**src/rtl/mc_ctrl_fsm.sv**
```systemverilog
// Multi-cycle MIPS control unit: decodes op/funct and sequences one instruction at a time
// through shared instruction/data memory, stalling on mem_rdy.
module mc_ctrl_fsm #(
  parameter bit STALL_EN = 1'b1
) (
  input  logic       clk,
  input  logic       rst,
  input  logic [5:0] op,
  input  logic [5:0] funct,
  input  logic       zero,
  input  logic       mem_rdy,
  output logic       PCWrite,
  output logic       IRWrite,
  output logic       MemWrite,
  output logic       RegWrite,
  output logic       IorD,
  output logic       ALUSrcA,
  output logic [1:0] ALUSrcB,
  output logic [3:0] ALUOp,
  output logic       EXTOp,
  output logic [1:0] NPCOp,
  output logic [1:0] WDSel,
  output logic [1:0] GPRSel,
  output logic [3:0] state,
  output logic       instr_done,
  output logic       illegal_op
);

  typedef enum logic [3:0] {
    StFetch = 4'd0,
    StDcd   = 4'd1,
    StExe   = 4'd2,
    StAwb   = 4'd3,
    StMa    = 4'd4,
    StMr    = 4'd5,
    StMwb   = 4'd6,
    StMw    = 4'd7,
    StBr    = 4'd8,
    StJmp   = 4'd9
  } state_e;

  localparam logic [5:0] OpRtype = 6'b000000;
  localparam logic [5:0] OpJ     = 6'b000010;
  localparam logic [5:0] OpJal   = 6'b000011;
  localparam logic [5:0] OpBeq   = 6'b000100;
  localparam logic [5:0] OpBne   = 6'b000101;
  localparam logic [5:0] OpAddi  = 6'b001000;
  localparam logic [5:0] OpOri   = 6'b001101;
  localparam logic [5:0] OpLui   = 6'b001111;
  localparam logic [5:0] OpLw    = 6'b100011;
  localparam logic [5:0] OpSw    = 6'b101011;

  state_e state_q, state_d;

  logic       rdy;
  logic       is_r, r_ok, is_jr, is_exe, is_mem, is_br, is_jmp;
  logic [3:0] r_alu;

  assign rdy = STALL_EN ? mem_rdy : 1'b1;

  always_comb begin
    is_r  = (op == OpRtype);
    r_ok  = 1'b1;
    r_alu = 4'd0;
    case (funct)
      6'b100000: r_alu = 4'd1;
      6'b100010: r_alu = 4'd2;
      6'b100100: r_alu = 4'd3;
      6'b100101: r_alu = 4'd4;
      6'b101010: r_alu = 4'd5;
      6'b000000: r_alu = 4'd6;
      6'b000010: r_alu = 4'd7;
      default:   r_ok  = 1'b0;
    endcase
    is_jr  = is_r && (funct == 6'b001000);
    is_exe = (is_r && r_ok) || (op == OpAddi) || (op == OpOri) || (op == OpLui);
    is_mem = (op == OpLw) || (op == OpSw);
    is_br  = (op == OpBeq) || (op == OpBne);
    is_jmp = (op == OpJ) || (op == OpJal) || is_jr;
  end

  always_ff @(posedge clk) begin
    if (rst) state_q <= StFetch;
    else     state_q <= state_d;
  end

  always_comb begin
    state_d = state_q;
    case (state_q)
      StFetch: if (rdy) state_d = StDcd;
      StDcd: begin
        if (is_mem)      state_d = StMa;
        else if (is_exe) state_d = StExe;
        else if (is_br)  state_d = StBr;
        else if (is_jmp) state_d = StJmp;
        else             state_d = StFetch;
      end
      StExe:   state_d = StAwb;
      StMa:    state_d = (op == OpLw) ? StMr : StMw;
      StMr:    if (rdy) state_d = StMwb;
      StMw:    if (rdy) state_d = StFetch;
      default: state_d = StFetch;
    endcase
  end

  always_comb begin
    PCWrite    = 1'b0;
    IRWrite    = 1'b0;
    MemWrite   = 1'b0;
    RegWrite   = 1'b0;
    IorD       = 1'b0;
    ALUSrcA    = 1'b0;
    ALUSrcB    = 2'b00;
    ALUOp      = 4'd0;
    EXTOp      = 1'b1;
    NPCOp      = 2'b00;
    WDSel      = 2'b00;
    GPRSel     = 2'b00;
    state      = 4'd0;
    instr_done = 1'b0;
    illegal_op = 1'b0;
    // Reset forces every output low, including EXTOp and the debug state.
    if (rst) begin
      EXTOp = 1'b0;
    end else begin
      state = state_q;
      case (state_q)
        StFetch: begin
          ALUSrcB = 2'b01;
          ALUOp   = 4'd1;
          PCWrite = rdy;
          IRWrite = rdy;
        end
        StDcd: begin
          ALUSrcB = 2'b11;
          ALUOp   = 4'd1;
          if (!(is_mem || is_exe || is_br || is_jmp)) begin
            illegal_op = 1'b1;
            instr_done = 1'b1;
          end
        end
        StExe: begin
          ALUSrcA = 1'b1;
          if (is_r) begin
            ALUOp = r_alu;
          end else begin
            ALUSrcB = 2'b10;
            if (op == OpOri) begin
              ALUOp = 4'd4;
              EXTOp = 1'b0;
            end else if (op == OpLui) begin
              ALUOp = 4'd8;
            end else begin
              ALUOp = 4'd1;
            end
          end
        end
        StAwb: begin
          RegWrite   = 1'b1;
          GPRSel     = is_r ? 2'b00 : 2'b01;
          instr_done = 1'b1;
        end
        StMa: begin
          ALUSrcA = 1'b1;
          ALUSrcB = 2'b10;
          ALUOp   = 4'd1;
        end
        StMr: IorD = 1'b1;
        StMwb: begin
          RegWrite   = 1'b1;
          WDSel      = 2'b01;
          GPRSel     = 2'b01;
          instr_done = 1'b1;
        end
        StMw: begin
          IorD       = 1'b1;
          MemWrite   = 1'b1;
          instr_done = rdy;
        end
        StBr: begin
          ALUSrcA    = 1'b1;
          ALUOp      = 4'd2;
          NPCOp      = 2'b01;
          PCWrite    = (op == OpBeq) ? zero : ~zero;
          instr_done = 1'b1;
        end
        StJmp: begin
          PCWrite    = 1'b1;
          NPCOp      = is_jr ? 2'b11 : 2'b10;
          instr_done = 1'b1;
          if (op == OpJal) begin
            RegWrite = 1'b1;
            WDSel    = 2'b10;
            GPRSel   = 2'b10;
          end
        end
        default: ;
      endcase
    end
  end

endmodule
```
**config.mk**
```make
export PLATFORM = sky130hd
export DESIGN_NAME = mc_ctrl_fsm
export DESIGN_NICKNAME = d
export VERILOG_FILES = /design/src/rtl/mc_ctrl_fsm.sv
export SDC_FILE = /design/constraint.sdc
export NUM_CORES = 1
export LEC_CHECK = 0
export ABC_AREA = 0
export CAP_MARGIN = 5
export CORE_AREA = 2 2 53 55
export CTS_CLUSTER_SIZE = 28
export DETAILED_ROUTE_END_ITERATION = 8
export DIE_AREA = 0 0 55 57
export GPL_ROUTABILITY_DRIVEN = 0
export PLACE_DENSITY = 0.7
export SYNTH_ARGS = -nofsm -noshare
export SYNTH_HDL_FRONTEND = slang
export SYNTH_SLANG_ARGS = --single-unit
```
**constraint.sdc**
```tcl
create_clock -name clk -period 3.44 [get_ports clk]
set_input_delay 1.032 -clock clk [delete_from_list [all_inputs] [get_ports clk]]
set_output_delay 1.032 -clock clk [all_outputs]
set_load 0.01 [all_outputs]
```
Yosys cells after proc, flatten, opt, wreduce, memory -nomap -nowiden
Cells that the tools add are included.

storage, ports and cells
  flip-flop bits (word level) = 4
  latch bits = 0
  RAM bits = 0
  memory bits (read-only) = 0
  input port bits = 16
  memories = 0

cells by class
  $add $sub $neg = 0
  multipliers = 0
  divide/modulo/power cells = 0
  order comparisons = 0
  equality and inequality tests = 28
  shift operators = 0
  multiplexer cells = 52
  bitwise operators = 1
  reductions and logical operators = 22

operators by type and width
  cell                                            number
  two-way mux 4 bit                               12
  == test 6 bit (second input constant)           7
  == test 6 x 4 -> 1 bit (second input constant)  4
  one-hot mux 4 bit (6 select lines)              1
  two-way mux 1 bit                               23
  one-hot mux 3 bit (7 select lines)              1
  == test 6 x 2 -> 1 bit (second input constant)  3
  == test 4 x 3 -> 1 bit (second input constant)  4
  two-way mux 2 bit                               7
  == test 6 x 3 -> 1 bit (second input constant)  2
  logical NOT 6 bit                               2
  one-hot mux 4 bit (3 select lines)              1
  logical OR 1 bit                                10
  == test 4 x 2 -> 1 bit (second input constant)  2
  == test 4 bit (second input constant)           2
  one-hot mux 2 bit (2 select lines)              2
  one-hot mux 2 bit (4 select lines)              1
  OR reduction 7 bit                              1
  != test 2 bit (second input constant)           3
  one-hot mux 1 bit (3 select lines)              2
  one-hot mux 2 bit (3 select lines)              1
  OR reduction 3 bit                              2
  == test 4 x 1 -> 1 bit (second input constant)  1
  logical NOT 4 bit                               1
  6 further kinds                                 8

Longest topological paths before layout
  depth in word-level cells = 13
  mapped depth = 6
  gate-level depth less buffers = 5

Worst setup path after synthesis
OpenSTA, ideal clock, no wires.

  kind = input-to-output
  from = input op[3]
  to = output ALUOp[1]
  arrival time = 2.536 ns
  required time = 2.408 ns
  path slack = -0.128 ns
  stages = 4
  path buffers = 0
  cells stage by stage = or4_4 -> or4_4 -> a2bb2oi_1 -> nor4_1

on the way
  longest elaborated chain between the ends = 5
  elaborated cells between the ends (all ways) = 6
  those cells by class = eq/ne: 1; mux: 4; reduce/logical: 1

ends and longest elaborated chain
  element                               RTL line  source
  start, declared                       8         input logic [5:0] op,
  == test 6 x 4 -> 1 bit                148       if (op == OpOri) begin
  two-way mux 4 bit                     148
  two-way mux 4 bit *                   144       if (is_r) begin
  one-hot mux 4 bit (3 select lines) *  127       case (state_q)
  two-way mux 4 bit *                   123       if (rst) begin
  end, declared                         19        output logic [3:0] ALUOp,

Mark *: on every way between the ends. The rest lies on a longest branch, timed or not.

Final worst setup path
  from = input op[5]
  to = output instr_done

on the way
  longest elaborated chain between the ends = 11
  elaborated cells between the ends (all ways) = 25
  those cells by class = eq/ne: 9; mux: 3; reduce/logical: 13

ends and longest elaborated chain
  element                               RTL line  source
  logical NOT 6 bit                     62        is_r = (op == OpRtype);
  logical AND 1 bit                     76        is_exe = (is_r && r_ok) || (op == OpAddi) || (op == OpOri) || (op == OpLui);
  logical OR 1 bit (3 in a row)         76
  logical OR 1 bit (2 in a row)         137       if (!(is_mem || is_exe || is_br || is_jmp)) begin
  logical OR 1 bit *                    137
  two-way mux 1 bit *                   137
  one-hot mux 1 bit (3 select lines) *  127
  two-way mux 1 bit *                   123
  end, declared                         25        output logic instr_done,

Marks and branches as above.

==> flow_summary_export.csv <==
group,metric,value,unit
place,place_area,1560,um^2
setup_path,r2r_start,"state_q[0]",
place,dp_cells,238,
clock_tree,holdBufCountCts,0,
global_route,gr-total-overflow,0,
setup_path,critPathMaxFanout,4,
setup_path,max_stage_delay,0.53,ns
timing,fin_skew,0.00106,ns
yosys,ys_seq_area_frac,0.0944,
final_layout,largest_reg_flops,4,
clock_tree,cts.sinks,4,
timing,relSlewSlack,0.627,
global_route,grt_pass1_wl,5090,um
detailed_routing,drt_iter0_drc,32,
timing,final.min_clock_period,3.71,ns
timing,fmax,0.270,GHz
global_route,grtUsageTotal,0.208,
die,die_h,57,um
global_route,busiest_layer,"met2",
job,drv_cap,0,
setup_path,cp_cell_sequence,"buf_6 > or4_4 > or4_4 > o211ai_2 > nor3_2 > o21bai_4 > buf_6",
die,fp.dieArea,3140,um^2
global_route,grt_max_degree,15,
detailed_routing,wire_per_inst,13.6,um
final_layout,reg_top3,"state_q x4",
clock_tree,htreeDepth,1,
clock_tree,insertion_delay,0.23,ns
global_route,grtUsageMet1,0.247,
detailed_routing,avgViaCountPerCell,5.31,
die,initial_utilization,0.324,
setup_path,worst_setup_path_start_kind,"input port",
yosys,avgSynthCellArea,6.33,um^2
detailed_routing,dr.pass1.iters,4,
clock_tree,cts_buffers,3,
die,fp.dieW,55,um
die,core-area,2620,um^2
timing,timing.hold.ws,0.726,ns
final_layout,layout-drive-gt1-share,0.399,
final_layout,syn_to_final_growth,93.7,%
setup_path,slowest_stage,"or4_4",
yosys,synth_top_flop_cell,"dfxtp_1",
outcome,status,"finished, violations left",
hold_path,worstHoldStart,"state_q[2]",
yosys,synth-edff-count,0,
timing,tightestPinTransition,0.559,ns
final_layout,top_register,"state_q",
clock_tree,cts_tree,"built",
final_layout,fin_nets,231,
clock_tree,clockRootBuffer,"clkbuf_4",
power,power_leakage,0.832,nW
setup_path,arrival,2.68,ns
detailed_routing,ant_nets,0,
detailed_routing,routed_wl,3320,um
setup_path,critPathKind,"input port to primary output",
timing,timing_hold_violations_final,0,
setup_path,endpoint_kind,"primary output",
power,power_density,195,nW/um^2
global_route,use_met3,0.0183,
yosys,syn_inst,134,
place,dpl.hpwl,2630,um
yosys,synth_cell_types,46,
final_layout,n_antenna_cell,0,
hold_path,hold_path_class,"flip-flop to flip-flop",
yosys,synth_fp_nets,150,
setup_path,required,2.41,ns
place,port-buffer-count,40,
timing,setup_violations,8,
clock_tree,path_clk_slew,0.04,ns
final_layout,finalNonFillerCells,244,
detailed_routing,num_vias,1295,
die,pin_count,41,
timing,setup_tns,-1.51,ns
yosys,postSynth.asyncResetShare,0,
global_route,use_met2,0.400,
power,report.power.total,321,uW
detailed_routing,drc_errors,0,
timing,drv_slew,0,
outcome,failed_checks,"negative setup slack",
timing,rsz0062_at_grt,"yes",
yosys,yosys_warnings,0,
timing,period_share,1.08,
setup_path,crit_path_start,"op[5]",
timing,layout_setup_ws,-0.269,ns
global_route,grt_pass1_vias,1219,
power,irDropWorstVdd,0.204,mV
yosys,synth_seq_cells,4,
clock_tree,clk_path_buf_depth,2,
global_route,antenna_found_initial,0,
final_layout,finalInstanceArea,1640,um^2
die,num_rows,19,
yosys,netlist_area,848,um^2
==> report_power, final <==
part	leakage [nW]	switching, mW	internal [mW]
clock	0.0138	0.0168	0.0389
combinational	0.785	0.0962	0.106
sequential	0.0326	0.0128	0.0505
==> synth_stat cells (all sizes together), types with 2 or more instances <==
library cell | n | area (um^2)
xnor2 | 2 | 17.5
buf | 2 | 15.0
a22o | 2 | 17.5
clkbuf | 7 | 46.3
nand2 | 11 | 41.3
and3 | 3 | 18.8
nor3 | 12 | 65.1
a21oi | 8 | 40.0
or4 | 3 | 30.0
nand3 | 3 | 15.0
nor2b | 2 | 12.5
o21bai | 2 | 15.0
nand2b | 3 | 18.8
dfxtp | 4 | 80.1
o211ai | 2 | 20.0
nor4 | 2 | 12.5
o21ai | 7 | 35.0
nor2 | 25 | 93.8
xor2 | 4 | 35.0
a31oi | 2 | 12.5
inv | 8 | 30.0
==> stage by stage <==
| stage | util | worst slack [ns] |
|---|---|---|
| floorplan | - | -0.0425 |
| global placement | 0.596 | -0.928 |
| detailed placement | 0.596 | -0.979 |
| CTS | 0.604 | -0.371 |
| global route | 0.628 | -0.309 |
| finish | 0.628 | -0.269 |
==> routing by layer <==
metal,up-vias,part of all wire
met5,-,0
met4,0,0
met3,0,0.065
met2,51,0.54
met1,597,0.39
li1,647,-
==> cell families (layout without fill, tap and decap cells) <==
logic type | Yosys count | in the layout | share of synthesized area
AND/OR/NAND/NOR | 69 | 69 | 0.416
AO/OA/AOI/OAI | 38 | 38 | 0.320
buffers and inverters | 17 | 96 | 0.108
XOR/XNOR | 6 | 6 | 0.0619
flip-flops | 4 | 4 | 0.0944
==> worst max-delay path, delay by kind of cell <==
family	cells	cell delay (ns)
buffers and inverters	2	0.21
AOI/OAI and AO/OA	2	0.36
and+or+nand+nor	3	1.06
==> timing repair <==
action	4_1_cts	5_1_grt
pin swaps	6	12
setup buffers	1	2
endpoints found under the setup margin	22	17
cloned	0	0
gates resized for setup	69	23
==> worst paths after layout <==
check / slack, ns / cells past startpoint / end
hold / removal: 0.73 / 1 / state_q[2]
setup / recovery: -0.27 / 7 / instr_done
setup reg to reg: 1.66 / 5 / state_q[2]
hold reg to reg: 0.73 / 1 / state_q[2]
==> area by class of cell <==
| cell class | instances | area, um^2 |
|---|---|---|
| Clock buffer | 3 | 22.5 |
| Sequential cell | 4 | 80.1 |
| Timing Repair Buffer | 85 | 706 |
| Fill cell | 246 | 972 |
| Inverter | 8 | 30.0 |
| Tap cell | 31 | 38.8 |
| Multi-Input combinational cell | 113 | 766 |
==> placed cells by master, fill, tap and decap left out, types with 3 or more instances in the layout <==
cell,instances
inv_1,8
nor3_4,3
dlymetal6s2s_1,6
nand2_1,10
o21ai_0,5
buf_6,4
nor2_1,24
buf_4,45
buf_2,7
a21oi_1,7
nand2b_1,3
xor2_1,4
dfxtp_1,4
and3_1,3
clkdlybuf4s50_1,11
clkbuf_4,3
dlygate4sd2_1,7
nor3_1,7
(Power assumes the default switching activity.)
